## src/rtl/heq_pkg.sv

```systemverilog
// Shared definitions for the histogram-equalisation sequencer:
// state encoding, default widths and the default phase timeout.
package heq_pkg;

    typedef enum logic [2:0] {
        ST_IDLE = 3'd0,
        ST_HIST = 3'd1,
        ST_CDF  = 3'd2,
        ST_MAP  = 3'd3,
        ST_FIN  = 3'd4,
        ST_ERR  = 3'd5
    } state_t;

    localparam int unsigned ADDR_W_DEF  = 16;
    localparam int unsigned CDF_W_DEF   = 20;
    localparam int unsigned TMO_W_DEF   = 24;
    localparam logic [23:0] TMO_MAX_DEF = 24'hFFFFFF;

    // True for the three engine-owning phases.
    function automatic logic is_phase(input state_t s);
        logic r;
        case (s)
            ST_HIST, ST_CDF, ST_MAP: r = 1'b1;
            default:                 r = 1'b0;
        endcase
        return r;
    endfunction

endpackage

```

## src/rtl/heq_phase_timer.sv

```systemverilog
// Per-phase cycle counter. Cleared whenever the sequencer is outside a phase
// or is leaving the current one, so every phase starts counting from zero.
// timeout is raised during the TMO_MAX-th cycle spent in a phase.
module heq_phase_timer #(
    parameter int unsigned      TMO_W   = 24,
    parameter logic [TMO_W-1:0] TMO_MAX = {TMO_W{1'b1}}
) (
    input  logic clock,
    input  logic reset_n,
    input  logic clear,
    input  logic enable,
    output logic timeout
);

    logic [TMO_W-1:0] cnt_r;
    logic [TMO_W-1:0] last_s;

    // Index of the last cycle allowed in a phase (cycles counted from zero).
    assign last_s = TMO_MAX - {{(TMO_W-1){1'b0}}, 1'b1};

    // Phase cycle counter: clear has priority over counting.
    always_ff @(posedge clock or negedge reset_n) begin
        if (!reset_n) begin
            cnt_r <= {TMO_W{1'b0}};
        end else if (clear) begin
            cnt_r <= {TMO_W{1'b0}};
        end else if (enable) begin
            cnt_r <= cnt_r + {{(TMO_W-1){1'b0}}, 1'b1};
        end else begin
            cnt_r <= cnt_r;
        end
    end

    assign timeout = enable && (cnt_r == last_s);

endmodule

```

## src/rtl/heq_phase_sequencer.sv

```systemverilog
// Top-level sequencer for histogram equalisation: runs the histogram,
// CDF and remap engines in turn, owns the shared scratchpad read port and
// the output write-enable, latches the CDF minimum and reports status.
module heq_phase_sequencer
    import heq_pkg::*;
#(
    parameter int unsigned      ADDR_W  = ADDR_W_DEF,
    parameter int unsigned      CDF_W   = CDF_W_DEF,
    parameter int unsigned      TMO_W   = TMO_W_DEF,
    parameter logic [TMO_W-1:0] TMO_MAX = TMO_W'(TMO_MAX_DEF)
) (
    input  logic              clock,
    input  logic              reset_n,
    input  logic              start,
    input  logic              abort,
    output logic              hist_start,
    input  logic              hist_done,
    output logic              cdf_start,
    input  logic              cdf_done,
    input  logic [CDF_W-1:0]  cdf_min_in,
    output logic              map_start,
    input  logic              map_done,
    output logic [CDF_W-1:0]  cdf_min,
    input  logic [ADDR_W-1:0] hist_sp_addr,
    input  logic [ADDR_W-1:0] cdf_sp_addr,
    input  logic [ADDR_W-1:0] map_sp_addr,
    output logic [ADDR_W-1:0] sp_addr,
    input  logic              cdf_we,
    input  logic              map_we,
    output logic              out_we,
    output logic              busy,
    output logic              done,
    output logic              error,
    output logic [2:0]        phase,
    output logic [31:0]       cycle_count
);

    state_t             state_r;
    logic               first_r;
    logic               hist_start_r;
    logic               cdf_start_r;
    logic               map_start_r;
    logic               busy_r;
    logic               done_r;
    logic               error_r;
    logic [CDF_W-1:0]   cdf_min_r;
    logic [31:0]        cycle_count_r;

    logic               in_phase_s;
    logic               phase_done_s;
    logic               accept_done_s;
    logic               leave_s;
    logic               count_on_s;
    logic               tmo_s;
    logic               timer_clear_s;
    logic [ADDR_W-1:0]  sp_addr_s;
    logic               out_we_s;

    // Select the done of the engine that owns the current phase; the first
    // cycle of a phase (the launch cycle) never accepts a done.
    always_comb begin
        in_phase_s   = is_phase(state_r);
        phase_done_s = 1'b0;
        case (state_r)
            ST_HIST: phase_done_s = hist_done;
            ST_CDF:  phase_done_s = cdf_done;
            ST_MAP:  phase_done_s = map_done;
            default: phase_done_s = 1'b0;
        endcase
        accept_done_s = in_phase_s && !first_r && phase_done_s;
        leave_s       = in_phase_s && (abort || accept_done_s || tmo_s);
        timer_clear_s = !in_phase_s || leave_s;
        count_on_s    = in_phase_s || (state_r == ST_FIN);
    end

    heq_phase_timer #(
        .TMO_W   (TMO_W),
        .TMO_MAX (TMO_MAX)
    ) u_timer (
        .clock   (clock),
        .reset_n (reset_n),
        .clear   (timer_clear_s),
        .enable  (in_phase_s),
        .timeout (tmo_s)
    );

    // Run-control FSM with registered launch pulses, status and CDF latch.
    // Priority inside a phase: abort, then accepted done, then timeout.
    always_ff @(posedge clock or negedge reset_n) begin
        if (!reset_n) begin
            state_r       <= ST_IDLE;
            first_r       <= 1'b0;
            hist_start_r  <= 1'b0;
            cdf_start_r   <= 1'b0;
            map_start_r   <= 1'b0;
            busy_r        <= 1'b0;
            done_r        <= 1'b0;
            error_r       <= 1'b0;
            cdf_min_r     <= {CDF_W{1'b0}};
            cycle_count_r <= 32'd0;
        end else begin
            hist_start_r <= 1'b0;
            cdf_start_r  <= 1'b0;
            map_start_r  <= 1'b0;
            done_r       <= 1'b0;
            first_r      <= 1'b0;
            if (count_on_s && (cycle_count_r != 32'hFFFF_FFFF)) begin
                cycle_count_r <= cycle_count_r + 32'd1;
            end
            case (state_r)
                ST_IDLE: begin
                    if (start) begin
                        state_r       <= ST_HIST;
                        hist_start_r  <= 1'b1;
                        first_r       <= 1'b1;
                        busy_r        <= 1'b1;
                        error_r       <= 1'b0;
                        cycle_count_r <= 32'd0;
                    end
                end
                ST_HIST, ST_CDF, ST_MAP: begin
                    if (abort) begin
                        state_r <= ST_IDLE;
                        busy_r  <= 1'b0;
                    end else if (accept_done_s) begin
                        case (state_r)
                            ST_HIST: begin
                                state_r     <= ST_CDF;
                                cdf_start_r <= 1'b1;
                                first_r     <= 1'b1;
                            end
                            ST_CDF: begin
                                state_r     <= ST_MAP;
                                map_start_r <= 1'b1;
                                first_r     <= 1'b1;
                                cdf_min_r   <= cdf_min_in;
                            end
                            default: begin
                                state_r <= ST_FIN;
                                busy_r  <= 1'b0;
                                done_r  <= 1'b1;
                            end
                        endcase
                    end else if (tmo_s) begin
                        state_r <= ST_ERR;
                        busy_r  <= 1'b0;
                        error_r <= 1'b1;
                    end
                end
                ST_FIN, ST_ERR: begin
                    state_r <= ST_IDLE;
                end
                default: begin
                    state_r <= ST_IDLE;
                    busy_r  <= 1'b0;
                end
            endcase
        end
    end

    // Grant the scratchpad address and output write-enable to the phase owner.
    always_comb begin
        sp_addr_s = {ADDR_W{1'b0}};
        out_we_s  = 1'b0;
        case (state_r)
            ST_HIST: sp_addr_s = hist_sp_addr;
            ST_CDF: begin
                sp_addr_s = cdf_sp_addr;
                out_we_s  = cdf_we;
            end
            ST_MAP: begin
                sp_addr_s = map_sp_addr;
                out_we_s  = map_we;
            end
            default: begin
                sp_addr_s = {ADDR_W{1'b0}};
                out_we_s  = 1'b0;
            end
        endcase
    end

    assign hist_start  = hist_start_r;
    assign cdf_start   = cdf_start_r;
    assign map_start   = map_start_r;
    assign busy        = busy_r;
    assign done        = done_r;
    assign error       = error_r;
    assign cdf_min     = cdf_min_r;
    assign cycle_count = cycle_count_r;
    assign phase       = state_r;
    assign sp_addr     = sp_addr_s;
    assign out_we      = out_we_s;

endmodule

```

## config.mk

```make
export PLATFORM = sky130hd
export DESIGN_NAME = heq_phase_sequencer
export DESIGN_NICKNAME = d
export VERILOG_FILES = /design/src/rtl/heq_pkg.sv /design/src/rtl/heq_phase_timer.sv /design/src/rtl/heq_phase_sequencer.sv
export SDC_FILE = /design/constraint.sdc
export NUM_CORES = 1
export LEC_CHECK = 0
export BUFFER_PORTS_ARGS = -buffer_cell sky130_fd_sc_hd__buf_2
export CORE_ASPECT_RATIO = 0.8
export CORE_MARGIN = 2
export CORE_UTILIZATION = 51
export DETAILED_ROUTE_END_ITERATION = 10
export PLACE_DENSITY = 0.81
export SLEW_MARGIN = 10
export SYNTH_ARGS = -nofsm -noshare
export SYNTH_HDL_FRONTEND = slang
export SYNTH_SLANG_ARGS = --single-unit
```

## constraint.sdc

```tcl
create_clock -name clock -period 3 [get_ports clock]
set_clock_uncertainty 0.1 [all_clocks]
set_input_delay 0.15 -clock clock [delete_from_list [all_inputs] [get_ports clock]]
set_output_delay 0.15 -clock clock [all_outputs]
set_load 0.03 [all_outputs]
```

* Word level (Yosys, flattened, before mapping)
Cells that the tools add are included.
Operators by class: add/subtract/negate cells 2, eq/ne operators 13, multiplexer cells 44, bitwise logic cells 2, reduce and logical (&&, ||, !) cells 21
Operators by type and width (number):
- $mux W32 | 3
- $mux W24 | 2
- $pmux W16 S3 | 1
- $add A32 B1 Y32 const B | 1
- $ne A32 B32 Y1 const B | 1
- $mux W1 | 27
- $add A24 B1 Y24 const B | 1
- $eq A24 B24 Y1 const B | 1
- $mux W3 | 4
- $pmux W3 S2 | 2
- $ne A2 B2 Y1 const B | 4
- $ne A4 B4 Y1 const B | 2
- $reduce_and A4 Y1 | 2
- $eq A3 B2 Y1 const B | 2
- $eq A3 B3 Y1 const B | 2
- $pmux W1 S2 | 3
- $pmux W1 S3 | 2
- $logic_and A1 B1 Y1 | 5
- $reduce_and A5 Y1 | 1
- $logic_or A1 B1 Y1 | 4
- $reduce_bool A2 Y1 | 2
- $reduce_or A2 Y1 | 2
- $eq A3 B1 Y1 const B | 1
- $logic_not A3 Y1 | 1
- 4 further kinds | 6
Storage, ports and cells: bits in registers 86, input bits 77, output and inout port bits 78, logic and storage cells 93

* Logic depth before layout (Yosys ltp)
depth after elaboration 10, mapped depth 9, mapped depth without buffers 7

* Cells and area by module
A second synthesis with hierarchy kept.
Second synthesis, totals: cells, all modules 528, area total of the unflattened synthesis 4837.1 um^2
Modules (own cells, without submodules):
- heq_phase_sequencer | times used 1, cells an instance 392, area an instance 3523.4 um^2, seq. area each 1551.5 um^2
- heq_phase_timer | times used 1, cells an instance 136, area an instance 1313.8 um^2, seq. area each 600.6 um^2

* Worst setup path after synthesis
No wires, ideal clock.
path kind register to register, from register state_r[1], in the netlist phase[1], to register cdf_min_r[10], in the netlist cdf_min[10], library setup time 125 ps, arrival 2313 ps, required time 2775 ps, setup slack 462 ps, cell stages (with the launch flop) 10, path buffers 4, period minus slack after synthesis 2538 ps, cells stage by stage dfrtp_1 buf_6 and2b_1 buf_6 a22oi_2 or3_1 buf_2 nor4b_4 buf_6 mux2_4
On the way: cells in the longest elaborated chain, start to end 6, elaborated cells between the ends (all ways) 9, classes of those cells 3 x eq/ne; 2 x mux; 4 x reduce/logical
RTL lines:
- from (decl) | RTL line heq_phase_sequencer.sv:38 | state_t state_r;
- from (signal assigned) | RTL line heq_phase_sequencer.sv:91 | state_r <= ST_IDLE;
- from (signal assigned) | RTL line heq_phase_sequencer.sv:113 | state_r <= ST_HIST;
- from (signal assigned) | RTL line heq_phase_sequencer.sv:123 | state_r <= ST_IDLE;
- $eq A3 B2 Y1 (tied with other cells) | RTL line heq_pkg.sv:22, heq_phase_sequencer.sv:64, heq_phase_sequencer.sv:110
- $reduce_or A3 Y1 | RTL line heq_pkg.sv:22, heq_phase_sequencer.sv:110
- $mux W1 | RTL line heq_pkg.sv:22 | case (s)
- $logic_and A1 B1 Y1 (2 in series) | RTL line heq_phase_sequencer.sv:70 | accept_done_s = in_phase_s && !first_r && phase_done_s;
- $reduce_and A4 Y1 (no source line) (*)
- to (signal assigned) | RTL line heq_phase_sequencer.sv:99 | cdf_min_r <= {CDF_W{1'b0}};
- to (signal assigned) | RTL line heq_phase_sequencer.sv:136 | cdf_min_r <= cdf_min_in;
- to (decl) | RTL line heq_phase_sequencer.sv:46 | logic [CDF_W-1:0] cdf_min_r;
Every way passes the cells marked *; elsewhere a longest branch is shown, timed or not. A chain may end at the register's enable or synchronous reset.

* Worst setup path in the final report
from register state_r[1], in the netlist phase[1], to register cdf_min_r[0], in the netlist cdf_min[0]
Same word-level chain as after synthesis.

==> results.yml <==
floorplan:
  core.rowCount: 31
  die_w_microns: 111
  die_area_sq_um: 9930
  core_region_area_sq_um: 8960
  die_y_microns: 89.6
  start_util_pct: 52.1
  ioPinCount: 155
timing:
  setup_repair_after_global_routing_missed_its_margin: "no"
  timing_limited_maximum_frequency_mhz: 393
  timing.final.max_slew_violations: 0
  max_slew_margin_pct: 28.6
  setup_viol: 0
  tightest_slew_ns: 1.07
  timing.setup.tns_ns: 0
  worst_slack_ns: 0.453
  hold_ws_ns: 0.0505
  hold_viol: 0
  fin_crit_sh_pct: 84.9
  layout_min_cycle_time_ns: 2.55
final_layout:
  layout_cells_sized_above_1_pct: 35.3
  multi_input_gate_area_in_the_final_layout_sq_um: 2340
  mostFrequentLayoutCells: "153 x buf_2, 86 x dfrtp_1, 52 x nor2_1, 29 x nand2_1, 23 x nand3_1"
  design.final.nets: 713
  layout_commonest_cell: "buf_2"
  area.growth.synth_to_final_pct: 29.8
  layout.area.seq_sq_um: 2150
  finish.utilization_pct: 67.6
  number_of_antenna_diodes: 0
  final.fill_count: 671
synth:
  synth.yosys.seq_area_share_pct: 46.1
  synth.area.top_cells: "dfrtp_1 46%, mux2_4 6.1%, mux2_2 4.3%"
  async_flop_share_pct: 100
  postSynth.topFlopCell: "dfrtp_1"
  synth_largest_type_area_fraction_pct: 46.1
  synth_edf_count: 0
  synth-seq-cells: 86
  syn_inst: 462
  synthesis.yosys.warnings: 0
  synth_nets: 542
  synth.distinct_cells: 46
  syn-cell-area_sq_um: 4670
  synth_area_leader: "dfrtp_1"
  average_instance_area_after_synthesis_sq_um: 10.1
worst_hold_path:
  hold_class: "input port to register"
route:
  firstDrtPassIters: 5
  drt-wirelength-per-cell_microns: 16.3
  detail_route.iter0.violations: 254
  avgViaCountPerCell: 5.72
  via_count: 4306
  routed_wl_microns: 12300
  met1_length_microns: 5190
  route.top_layer_used: "met4"
  route.met2.wl_microns: 6030
  detail-route-antenna-nets: 0
  wl_met3_microns: 803
  post-route-drc-count: 0
pwr:
  max-vdd-ir-drop_mv: 0.646
  leakagePower_uw: 0.00285
  p_per_area_nw_per_um2: 747
  relative_contribution_of_sequential_cells_to_total_power_pct: 31.8
  power_switching_uw: 1830
  pwr-share-comb_pct: 41.4
  swShare_pct: 40.4
  total_internal_power_uw: 2700
  power.share.clock_pct: 26.8
clock_network:
  cts_repair_resize_count: 0
  cts_made_buffers: 9
  htree_levels: 3
  clkTransAtPathRegs_ns: 0.06
  cts.path.max_buffers: 2
  cts_tree: "built"
  insertion_delay_ns: 0.34
  cts.sink_count: 86
  clock-root-buffer: "clkbuf_16"
global_route:
  global_route_wire_length_before_repair_microns: 20000
  first_global_vias: 4061
  globalRouteOverflowTotal: 0
  grt_antenna_before_repair: 0
  grt_max_degree: 87
  grt_use_total_pct: 25.3
flow_run:
  max_cap_viol_count: 0
critical_path:
  worstSetupPathType: "register to register"
  worst_path_largest_cell_delay_ns: 0.45
  critical_path.slowest_cell: "or3_1"
  crit_path_end_kind: "register"
  arrival_ns: 2.67
  setup.worst_path.start_class: "register"
  critPathRequiredTime_ns: 3.12
  timing.critical_path.mode_cell: "buf_4"
  cp_max_fo: 21
  path_cells: "buf_4, and2b_1, a22oi_2, or3_1, nor4b_4, buf_4, mux2_2"
status:
  status: "complete, no violations"
place:
  place.gp.congestion: 0.887
  io_buffers: 154
  placement.setup.worst_slack_ns: 0.467
  detailedPlacementHpwl_microns: 8460
[path summary, 6_finish.rpt]
path	from	end	slack [ns]	depth (start not counted)
min	abort	phase[1]	0.05	2
max in group asynchronous	reset_n	cycle_count[16]	1.67	2
min reg2reg	cycle_count[6]	cycle_count[6]	0.40	1
min in group asynchronous	reset_n	cycle_count[0]	0.44	2
max reg2reg	phase[1]	cdf_min[0]	0.45	7
max	phase[1]	cdf_min[0]	0.45	7
[critical path: cells and delay by family (launching register included)]
| kind | cells | cell delay, ns |
|---|---|---|
| multiplexers | 1 | 0.38 |
| buffers and inverters | 2 | 0.57 |
| AND/OR/NAND/NOR | 3 | 0.90 |
| flip-flops | 1 | 0.37 |
| AO/OA/AOI/OAI | 1 | 0.11 |
[repair_timing]
action,4_1_cts,5_1_grt
hold endpoints to repair,106,0
buffers inserted,0,0
hold buffers,21,0
[stage by stage]
| stage | cell area [sq um] | total power, uW | cells |
|---|---|---|---|
| 3_3_place_gp | 5520 | 3250 | 716 |
| 3_5_place_dp | 5520 | 3300 | 716 |
| 6_report | 6060 | 4520 | 753 |
| 5_1_grt | 6060 | 4760 | 753 |
| 4_1_cts | 6060 | 4540 | 753 |
| 2_1_floorplan | 4670 | 2820 | 462 |
[power groups by stage]
| stage | clock [uW] | sequential, uW | combinational, uW |
|---|---|---|---|
| after CTS | 1230 | 1440 | 1870 |
| after detailed placement | 0 | 1450 | 1840 |
| final | 1210 | 1440 | 1870 |
| after global routing | 1280 | 1460 | 2010 |
| after floorplan | 0 | 1690 | 1130 |
| after global placement | 0 | 1450 | 1800 |
[layer usage]
layer  track usage [%]  vias to the layer above
met4              8.86                        0
met3              5.83                       17
met1              31.6                     2059
met2              44.1                      193
met5                 0                        -
li1                  -                     2037
[Yosys cell counts, drive strengths merged (2+ instances only)]
| library cell | instances |
|---|---|
| a311o | 2 |
| dfrtp | 86 |
| or4 | 9 |
| nor2 | 52 |
| nor4b | 2 |
| nor4 | 8 |
| and4 | 8 |
| and3 | 5 |
| o31ai | 11 |
| xnor2 | 12 |
| xor2 | 13 |
| a31oi | 3 |
| o21ai | 15 |
| a21oi | 22 |
| nand4 | 18 |
| clkbuf | 17 |
| nand3 | 24 |
| o21a | 2 |
| a22oi | 17 |
| mux2 | 37 |
| or2 | 3 |
| o211ai | 3 |
| nand2 | 29 |
| inv | 8 |
| nor3 | 13 |
| mux2i | 7 |
| nand2b | 3 |
| or3 | 14 |
| o2111ai | 2 |
| buf | 8 |
| ha | 3 |
[final cells by class]
class                           count  share of cell area (%)
Multi-Input combinational cell    342                    38.6
Inverter                            9                   0.558
Clock buffer                        9                    3.72
Tap cell                          115                    2.38
Sequential cell                    86                    35.5
Timing Repair Buffer              185                    17.5
Clock inverter                      7                    1.69
[flip-flops by register name, summed over array words and instances, names as in the netlist]
register and flops:
cycle_count 32, u_timer.cnt_r 24, cdf_min 20, phase 3, busy 1, cdf_start 1
done 1, error 1, first_r 1, hist_start 1, map_start 1
[kinds of logic after synthesis]
| group | count (synthesis) | share of synthesized area (%) |
|---|---|---|
| mux | 44 | 12.0 |
| fa+ha+maj | 3 | 0.805 |
| buf+inv | 34 | 3.73 |
| compound gates | 79 | 11.0 |
| xor+xnor | 25 | 4.69 |
| flops | 86 | 46.1 |
| simple gates | 191 | 21.6 |
Note: power is estimated with default switching activity, not from simulation.
